$ cat src/rtl/mdu_iter_pkg.sv
// Purpose: shared types and constants for the iterative RV32M multiply/divide unit.
// Latency: n/a (types, constants and pure helper functions only).
// Backpressure: n/a.
package m_types;

    typedef enum logic [2:0] {
        OP_MUL    = 3'd0,
        OP_MULH   = 3'd1,
        OP_MULHSU = 3'd2,
        OP_MULHU  = 3'd3,
        OP_DIV    = 3'd4,
        OP_DIVU   = 3'd5,
        OP_REM    = 3'd6,
        OP_REMU   = 3'd7
    } m_op_t;

    typedef enum logic [1:0] {
        ST_IDLE = 2'd0,
        ST_BUSY = 2'd1,
        ST_DONE = 2'd2
    } mdu_state_t;

    localparam logic [31:0] DIV0_QUOT = 32'hFFFF_FFFF;
    localparam logic [31:0] INT_MIN   = 32'h8000_0000;

    // rs1 is treated as two's complement for these ops
    function automatic logic a_is_signed(input m_op_t op);
        return op inside {OP_MUL, OP_MULH, OP_MULHSU, OP_DIV, OP_REM};
    endfunction

    // rs2 is treated as two's complement for these ops
    function automatic logic b_is_signed(input m_op_t op);
        return op inside {OP_MUL, OP_MULH, OP_DIV, OP_REM};
    endfunction

    function automatic logic is_div_op(input m_op_t op);
        return op inside {OP_DIV, OP_DIVU, OP_REM, OP_REMU};
    endfunction

    function automatic logic is_rem_op(input m_op_t op);
        return op inside {OP_REM, OP_REMU};
    endfunction

endpackage

$ cat src/rtl/mdu_iter_if.sv
// Purpose: EX-stage handshake bundle between pipeline control and the M unit.
// Latency: n/a (wires only).
// Backpressure: ready low freezes the pipeline; advance/kill come from ID/EX control.
interface mdu_iter_if #(
    parameter int XLEN = 32
);
    logic            start;
    logic [2:0]      op;
    logic [XLEN-1:0] a;
    logic [XLEN-1:0] b;
    logic            advance;
    logic            kill;
    logic            ready;
    logic            busy;
    logic [XLEN-1:0] m_out;

    modport master (
        output start, op, a, b, advance, kill,
        input  ready, busy, m_out
    );

    modport slave (
        input  start, op, a, b, advance, kill,
        output ready, busy, m_out
    );
endinterface

$ cat src/rtl/mdu_iter_step.sv
// Purpose: one combinational iteration: shift-add multiply or restoring-divide step.
// Latency: combinational.
// Backpressure: none; the caller decides when to register the result.
module mdu_step #(
    parameter int XLEN = 32
) (
    input  logic              is_div,
    input  logic [2*XLEN-1:0] acc,
    input  logic [XLEN-1:0]   opnd,
    output logic [2*XLEN-1:0] acc_next
);
    // Multiply: acc = {partial_hi, remaining multiplier bits}; add then shift right.
    // Divide:   acc = {remainder, dividend/quotient bits}; shift left, trial subtract.
    logic [XLEN:0] sum;
    logic [XLEN:0] trial;

    // Single iteration of the selected algorithm
    always_comb begin
        sum      = {1'b0, acc[2*XLEN-1:XLEN]} + (acc[0] ? {1'b0, opnd} : '0);
        trial    = acc[2*XLEN-1:XLEN-1] - {1'b0, opnd};
        acc_next = {sum, acc[XLEN-1:1]};
        if (is_div) begin
            if (trial[XLEN]) begin
                acc_next = {acc[2*XLEN-2:0], 1'b0};
            end else begin
                acc_next = {trial[XLEN-1:0], acc[XLEN-2:0], 1'b1};
            end
        end
    end
endmodule

$ cat src/rtl/mdu_iter.sv
// Purpose: iterative RV32M multiply/divide unit with IDLE/BUSY/DONE control.
// Latency: result in cycle 33 after start (cycle 1 for divide-by-zero / overflow).
// Backpressure: ready stays low from start until DONE; DONE holds until advance or kill.
module mdu_iter
    import m_types::*;
#(
    parameter int XLEN  = 32,
    parameter int STEPS = 32
) (
    input  logic       clk,
    input  logic       rst,
    mdu_iter_if.slave  io
);
    localparam int CW = $clog2(STEPS);

    mdu_state_t        state, state_nxt;
    m_op_t             op_q;
    logic              neg_q;
    logic [CW-1:0]     cnt;
    logic [2*XLEN-1:0] acc;
    logic [2*XLEN-1:0] acc_next;
    logic [XLEN-1:0]   opnd;
    logic [XLEN-1:0]   m_out_q;

    m_op_t             op_in;
    logic              a_neg, b_neg, neg_in;
    logic [XLEN-1:0]   a_mag, b_mag;
    logic              div_zero, div_ovf, special;
    logic [XLEN-1:0]   special_res;
    logic              last_step;
    logic [2*XLEN-1:0] prod_fix;
    logic [XLEN-1:0]   quo_fix, rem_fix, final_res;

    mdu_step #(.XLEN(XLEN)) u_step (
        .is_div   (is_div_op(op_q)),
        .acc      (acc),
        .opnd     (opnd),
        .acc_next (acc_next)
    );

    // Operand decode: magnitudes, result sign and the two short-circuit cases
    always_comb begin
        op_in    = m_op_t'(io.op);
        a_neg    = a_is_signed(op_in) & io.a[XLEN-1];
        b_neg    = b_is_signed(op_in) & io.b[XLEN-1];
        a_mag    = a_neg ? -io.a : io.a;
        b_mag    = b_neg ? -io.b : io.b;
        // Remainder follows the dividend; everything else follows the sign product
        neg_in   = (op_in == OP_REM) ? a_neg : (a_neg ^ b_neg);
        div_zero = is_div_op(op_in) && (io.b == '0);
        div_ovf  = (op_in inside {OP_DIV, OP_REM}) && (io.a == INT_MIN) && (io.b == '1);
        special  = div_zero | div_ovf;
        if (is_rem_op(op_in)) begin
            special_res = div_zero ? io.a : '0;
        end else begin
            special_res = div_zero ? DIV0_QUOT : INT_MIN;
        end
    end

    // Sign fix on the final iteration's output, then pick the architectural half
    always_comb begin
        last_step = (cnt == CW'(STEPS - 1));
        prod_fix  = neg_q ? -acc_next : acc_next;
        quo_fix   = neg_q ? -acc_next[XLEN-1:0] : acc_next[XLEN-1:0];
        rem_fix   = neg_q ? -acc_next[2*XLEN-1:XLEN] : acc_next[2*XLEN-1:XLEN];
        case (op_q)
            OP_MUL:                       final_res = prod_fix[XLEN-1:0];
            OP_MULH, OP_MULHSU, OP_MULHU: final_res = prod_fix[2*XLEN-1:XLEN];
            OP_DIV, OP_DIVU:              final_res = quo_fix;
            default:                      final_res = rem_fix;
        endcase
    end

    // State register
    always_ff @(posedge clk) begin
        if (rst) begin
            state <= ST_IDLE;
        end else begin
            state <= state_nxt;
        end
    end

    // Next state: kill overrides everything, DONE waits for the pipeline to advance
    always_comb begin
        state_nxt = state;
        case (state)
            ST_IDLE: if (io.start) state_nxt = special ? ST_DONE : ST_BUSY;
            ST_BUSY: if (last_step) state_nxt = ST_DONE;
            ST_DONE: if (io.advance) state_nxt = ST_IDLE;
            default: state_nxt = ST_IDLE;
        endcase
        if (io.kill) state_nxt = ST_IDLE;
    end

    // Datapath: latch operands on accept, iterate while busy, load result on finish
    always_ff @(posedge clk) begin
        if (rst) begin
            op_q    <= OP_MUL;
            neg_q   <= 1'b0;
            cnt     <= '0;
            acc     <= '0;
            opnd    <= '0;
            m_out_q <= '0;
        end else if (!io.kill) begin
            if (state == ST_IDLE && io.start) begin
                op_q  <= op_in;
                neg_q <= neg_in;
                cnt   <= '0;
                // Divide iterates on the dividend; multiply shifts out the multiplier
                acc   <= {{XLEN{1'b0}}, is_div_op(op_in) ? a_mag : b_mag};
                opnd  <= is_div_op(op_in) ? b_mag : a_mag;
                if (special) m_out_q <= special_res;
            end else if (state == ST_BUSY) begin
                acc <= acc_next;
                cnt <= cnt + 1'b1;
                if (last_step) m_out_q <= final_res;
            end
        end
    end

    assign io.ready = ((state == ST_IDLE) && !io.start) || (state == ST_DONE);
    assign io.busy  = (state == ST_BUSY);
    assign io.m_out = m_out_q;

endmodule

$ cat src/flat_wrapper.sv
// flat-port wrapper written by rule: the top's interface ports become plain ports
module mdu_iter_flat import m_types::*;
#(
    parameter int XLEN  = 32,
    parameter int STEPS = 32
)
  (clk, rst, io_start, io_op, io_a, io_b, io_advance, io_kill, io_ready, io_busy, io_m_out);
  mdu_iter_if #(.XLEN(XLEN)) io_i ();
  input  logic clk;
  input  logic rst;
  input wire logic [$bits(io_i.start)-1:0] io_start;
  input wire logic [$bits(io_i.op)-1:0] io_op;
  input wire logic [$bits(io_i.a)-1:0] io_a;
  input wire logic [$bits(io_i.b)-1:0] io_b;
  input wire logic [$bits(io_i.advance)-1:0] io_advance;
  input wire logic [$bits(io_i.kill)-1:0] io_kill;
  output wire logic [$bits(io_i.ready)-1:0] io_ready;
  output wire logic [$bits(io_i.busy)-1:0] io_busy;
  output wire logic [$bits(io_i.m_out)-1:0] io_m_out;
  assign io_i.start = io_start;
  assign io_i.op = io_op;
  assign io_i.a = io_a;
  assign io_i.b = io_b;
  assign io_i.advance = io_advance;
  assign io_i.kill = io_kill;
  assign io_ready = io_i.ready;
  assign io_busy = io_i.busy;
  assign io_m_out = io_i.m_out;
  mdu_iter #(.XLEN(XLEN), .STEPS(STEPS)) u_core (.clk(clk), .rst(rst), .io(io_i));
endmodule
$ cat config.mk
export PLATFORM = sky130hd
export DESIGN_NAME = mdu_iter_flat
export DESIGN_NICKNAME = d
export VERILOG_FILES = /design/src/rtl/mdu_iter_pkg.sv /design/src/rtl/mdu_iter_if.sv /design/src/rtl/mdu_iter_step.sv /design/src/rtl/mdu_iter.sv /design/src/flat_wrapper.sv
export SDC_FILE = /design/constraint.sdc
export NUM_CORES = 1
export LEC_CHECK = 0
export ABC_AREA = 0
export CAP_MARGIN = 15
export CELL_PAD_IN_SITES_DETAIL_PLACEMENT = 1
export CELL_PAD_IN_SITES_GLOBAL_PLACEMENT = 1
export CORE_MARGIN = 2
export CORE_UTILIZATION = 40
export CTS_CLUSTER_DIAMETER = 150
export DETAILED_ROUTE_END_ITERATION = 8
export PLACE_DENSITY_LB_ADDON = 0.1
export SYNTH_ARGS = -nofsm -noshare
export SYNTH_HDL_FRONTEND = slang
export SYNTH_HIERARCHICAL = 1
export SYNTH_SLANG_ARGS = --single-unit
$ cat constraint.sdc
create_clock -name clk -period 6.9 [get_ports clk]
set_clock_uncertainty 0.15 [all_clocks]
set_input_delay 1.38 -clock clk [delete_from_list [all_inputs] [get_ports clk]]
set_output_delay 1.38 -clock clk [all_outputs]
set_load 0.01 [all_outputs]
==> reports/qor.csv <==
metric,value,unit
DP Wirelength,55.18,mm
P&R area growth vs syn,14.07,%
H-Tree Depth,4,
post-route minimum period,6.364,ns
gpl congestion,0.9913,
Inst Count DP,2573,
CORE AREA,36700,um^2
vias in the first global route,16900,
max incr delay on CP,0.69,ns
Port Buffers,105,
Global Route Usage Sum,0.3648,
CTS tree,yes,
min-delay worst type,register to register,
CTS root buf,clkbuf_16,
sequential share of the synthesized area,0.1859,
DRT Pass-1 Iters,5,
Post-Layout Cell Count,2607,
mux share of post-synthesis cell area,0.05717,
layout cells sized above 1,0.08275,
required time worst endpoint,7.08,ns
post-layout util,0.4653,
Final Cycle Share,0.9223,
first-pass GRT wire length,107.8,mm
Post-Route WL,71.79,mm
Critical-path top delay cell,or4_1,
DIE AREA,38990,um^2
register bit total from synthesis,139,
P_leak,6.300,nW
Die W,197.5,um
status,completed,
Async SR Flop Fraction,0,
Post-DRT Antenna Nets,0,
largest net degree at the start of global routing,67,
RSZ-0062 raised after global routing,no,
Die H,197.5,um
ys flop type,dfxtp_1,
xor/xnor share of the synthesized area,0.09820,
Worst VDD drop,0.1270,mV
Slew Limit Fails,0,
setup TNS,0,ns
number of synthesized flops with an enable pin,0,
Syn Area/Cell,7.160,um^2
crit end category,register,
Initial Utilization,0.4079,
final hold slack,0.3149,ns
WL/cell,27.54,um
"Hold Violations, Final",0,
CP Data Arrival Time,6.55,ns
metal3 WL,5.033,mm
largest family of logic cells by synthesized area,compound AO/OA/AOI/OAI gates,
Vias/cell,6.679,
total clock sinks,139,
clk buf depth,2,
Worst-Margin Slew,1.268,ns
Crit Path Max Fanout,25,
drt drc,0,
global route total overflow,0,
Syn Nets,2236,
Setup Crit Path Kind,register to register,
Pwr Total,2.973,mW
via count,17410,
Syn Std Cell Area,14970,um^2
number of DRC markers in iteration 0,1951,
Nets,2271,
initial antenna violation count,1,
clock latency on the worst-skew pair,0.45,ns
filler instances,4629,
cells along the critical path,inv_1 -> ha_1 -> fa_1 -> nand2b_1 -> a21oi_2 -> o21ai_2 -> o2111ai_1 -> a21oi_2 -> xnor2_4 -> buf_4 -> mux2_2 -> nand2_1 -> o21ai_0 -> or4_1 -> nor4_1 -> nand4b_1 -> nor3_1 -> nor4b_1 -> nor4_1 -> a32o_1,
ant diodes,0,
CTS buffer count,17,
Syn Inst Count,2091,
highest clock rate,0.1571,GHz
final-report setup violation count,0,
hold-fix buffers at CTS,0,
IO Pins,106,
simple-gate share of the synthesized area,0.2410,
row count,70,
Synth Area in Compound Gates,0.2962,
slew margin rel.,0.1481,
synth unique cells,83,
top routing layer used,met5,
post-synthesis adder-cell area fraction,0.06201,
maxcap violations,0,
P per Cell Area,174.1,nW/um^2
Synthesis Warnings,6,
CP Launch Type,register,
Post-Route M1 WL,31.00,mm
clock transition at the registers of the reported paths,0.07,ns
Met2 Wirelength,32.42,mm
## layout make-up
| type | instances | area, um^2 | area share |
|---|---|---|---|
| multi-input combinational | 1730 | 11330 | 0.6632 |
| clock inverter | 13 | 138.9 | 0.008133 |
| timing repair buffer | 169 | 1529 | 0.08954 |
| sequential | 139 | 2785 | 0.1631 |
| tap | 468 | 585.6 | 0.03429 |
| clock buffer | 19 | 452.9 | 0.02652 |
| inverter | 69 | 259.0 | 0.01517 |
## final timing paths
check	end	slack, ns	start	cells after the start
worst max-delay path	u_core/io.m_out[31]$_SDFFE_PP0P_	0.54	u_core/acc[31]$_SDFFE_PP0P_	20
worst min-delay path	u_core/io.m_out[25]$_SDFFE_PP0P_	0.31	u_core/io.m_out[25]$_SDFFE_PP0P_	1
worst max register to register	u_core/io.m_out[31]$_SDFFE_PP0P_	0.54	u_core/acc[31]$_SDFFE_PP0P_	20
worst min register to register	u_core/io.m_out[25]$_SDFFE_PP0P_	0.31	u_core/io.m_out[25]$_SDFFE_PP0P_	1
## cell usage in the layout, fill, tap and decap left out, drive strengths merged, types with 19 or more instances in the layout
master         synthesis  layout
a211oi                44      44
ha                    71      71
o31ai                 25      25
inv                   66      70
o211ai                26      26
clkdlybuf4s50          0     103
o2bb2ai               23      23
or3                   27      27
mux2                  41      41
a21oi                177     177
nand2                183     183
o21ai                164     164
buf                   38      65
nor2                 176     176
nor3                  58      58
xnor2                 96      96
mux2i                 39      39
clkbuf               115      20
nand2b                21      21
nor4                  27      27
dfxtp                139     139
xor2                  71      71
nand4                 32      32
o221ai                19      19
a31oi                 25      25
and2                  46      46
nand3                 89      89
## flip-flops by register name (all words and copies together), names as in the netlist
register	cells
u_core/state	2
u_core/io.m_out	32
u_core/cnt	5
u_core/acc	64
u_core/op_q	3
u_core/opnd	32
u_core/neg_q	1
## power by group
| part | switching (mW) | total [mW] | internal (mW) | leakage, nW |
|---|---|---|---|---|
| clock | 0.420 | 0.974 | 0.554 | 0.290 |
| combinational | 0.731 | 1.11 | 0.382 | 4.88 |
| sequential | 0.0435 | 0.885 | 0.842 | 1.13 |
| total | 1.19 | 2.97 | 1.78 | 6.30 |
## cells by family after synthesis
group	Yosys count
compound gates	678
xor+xnor	167
simple gates	732
buf+inv	222
fa+ha+maj	73
flops	139
mux	80
## cells in the mapped netlist, types with 26 or more instances
| cell | n | share of area |
|---|---|---|
| ha_1 | 71 | 0.059 |
| mux2_2 | 40 | 0.030 |
| nor2_1 | 176 | 0.044 |
| xor2_1 | 71 | 0.042 |
| a21oi_1 | 173 | 0.058 |
| and2_1 | 44 | 0.018 |
| o211ai_1 | 26 | 0.013 |
| mux2i_1 | 39 | 0.026 |
| nor3_1 | 58 | 0.019 |
| or3_1 | 27 | 0.011 |
| dfxtp_1 | 139 | 0.19 |
| nand2_1 | 182 | 0.046 |
| nand3_1 | 89 | 0.030 |
| nand4_1 | 32 | 0.013 |
| xnor2_1 | 95 | 0.056 |
| clkbuf_1 | 113 | 0.028 |
| o21ai_0 | 160 | 0.053 |
| inv_1 | 66 | 0.017 |
| a211oi_1 | 44 | 0.022 |
| nor4_1 | 26 | 0.011 |
## metal layers
metal,global-route usage,up-vias
met4,0.1520,2
met5,0,-
li1,-,7809
met3,0.05651,178
met1,0.4864,8630
met2,0.5856,794
## critical path, delay by kind of cell, from the launching register on
family                   cells  cell delay [ns]
flip-flops                   1             0.35
multiplexers                 1             0.38
XOR/XNOR                     1             0.45
buffers and inverters        2             0.52
AO/OA/AOI/OAI                6             1.28
AND/OR/NAND/NOR              8             2.44
adder cells (fa/ha/maj)      2             0.65
## stage by stage
step,instance area (um^2),worst slack (ns)
6_report,17080,0.5361
4_1_cts,17050,0.6079
5_1_grt,17080,0.1510
2_1_floorplan,14970,1.847
3_5_place_dp,16460,0.6648
3_3_place_gp,16460,0.8416
## timing repair
| action | in CTS | in global routing |
|---|---|---|
| resized for setup | 0 | 1 |
| setup endpoints to repair | 0 | 1 |
| buffers inserted | 0 | 0 |
(Power assumes the default switching activity.)
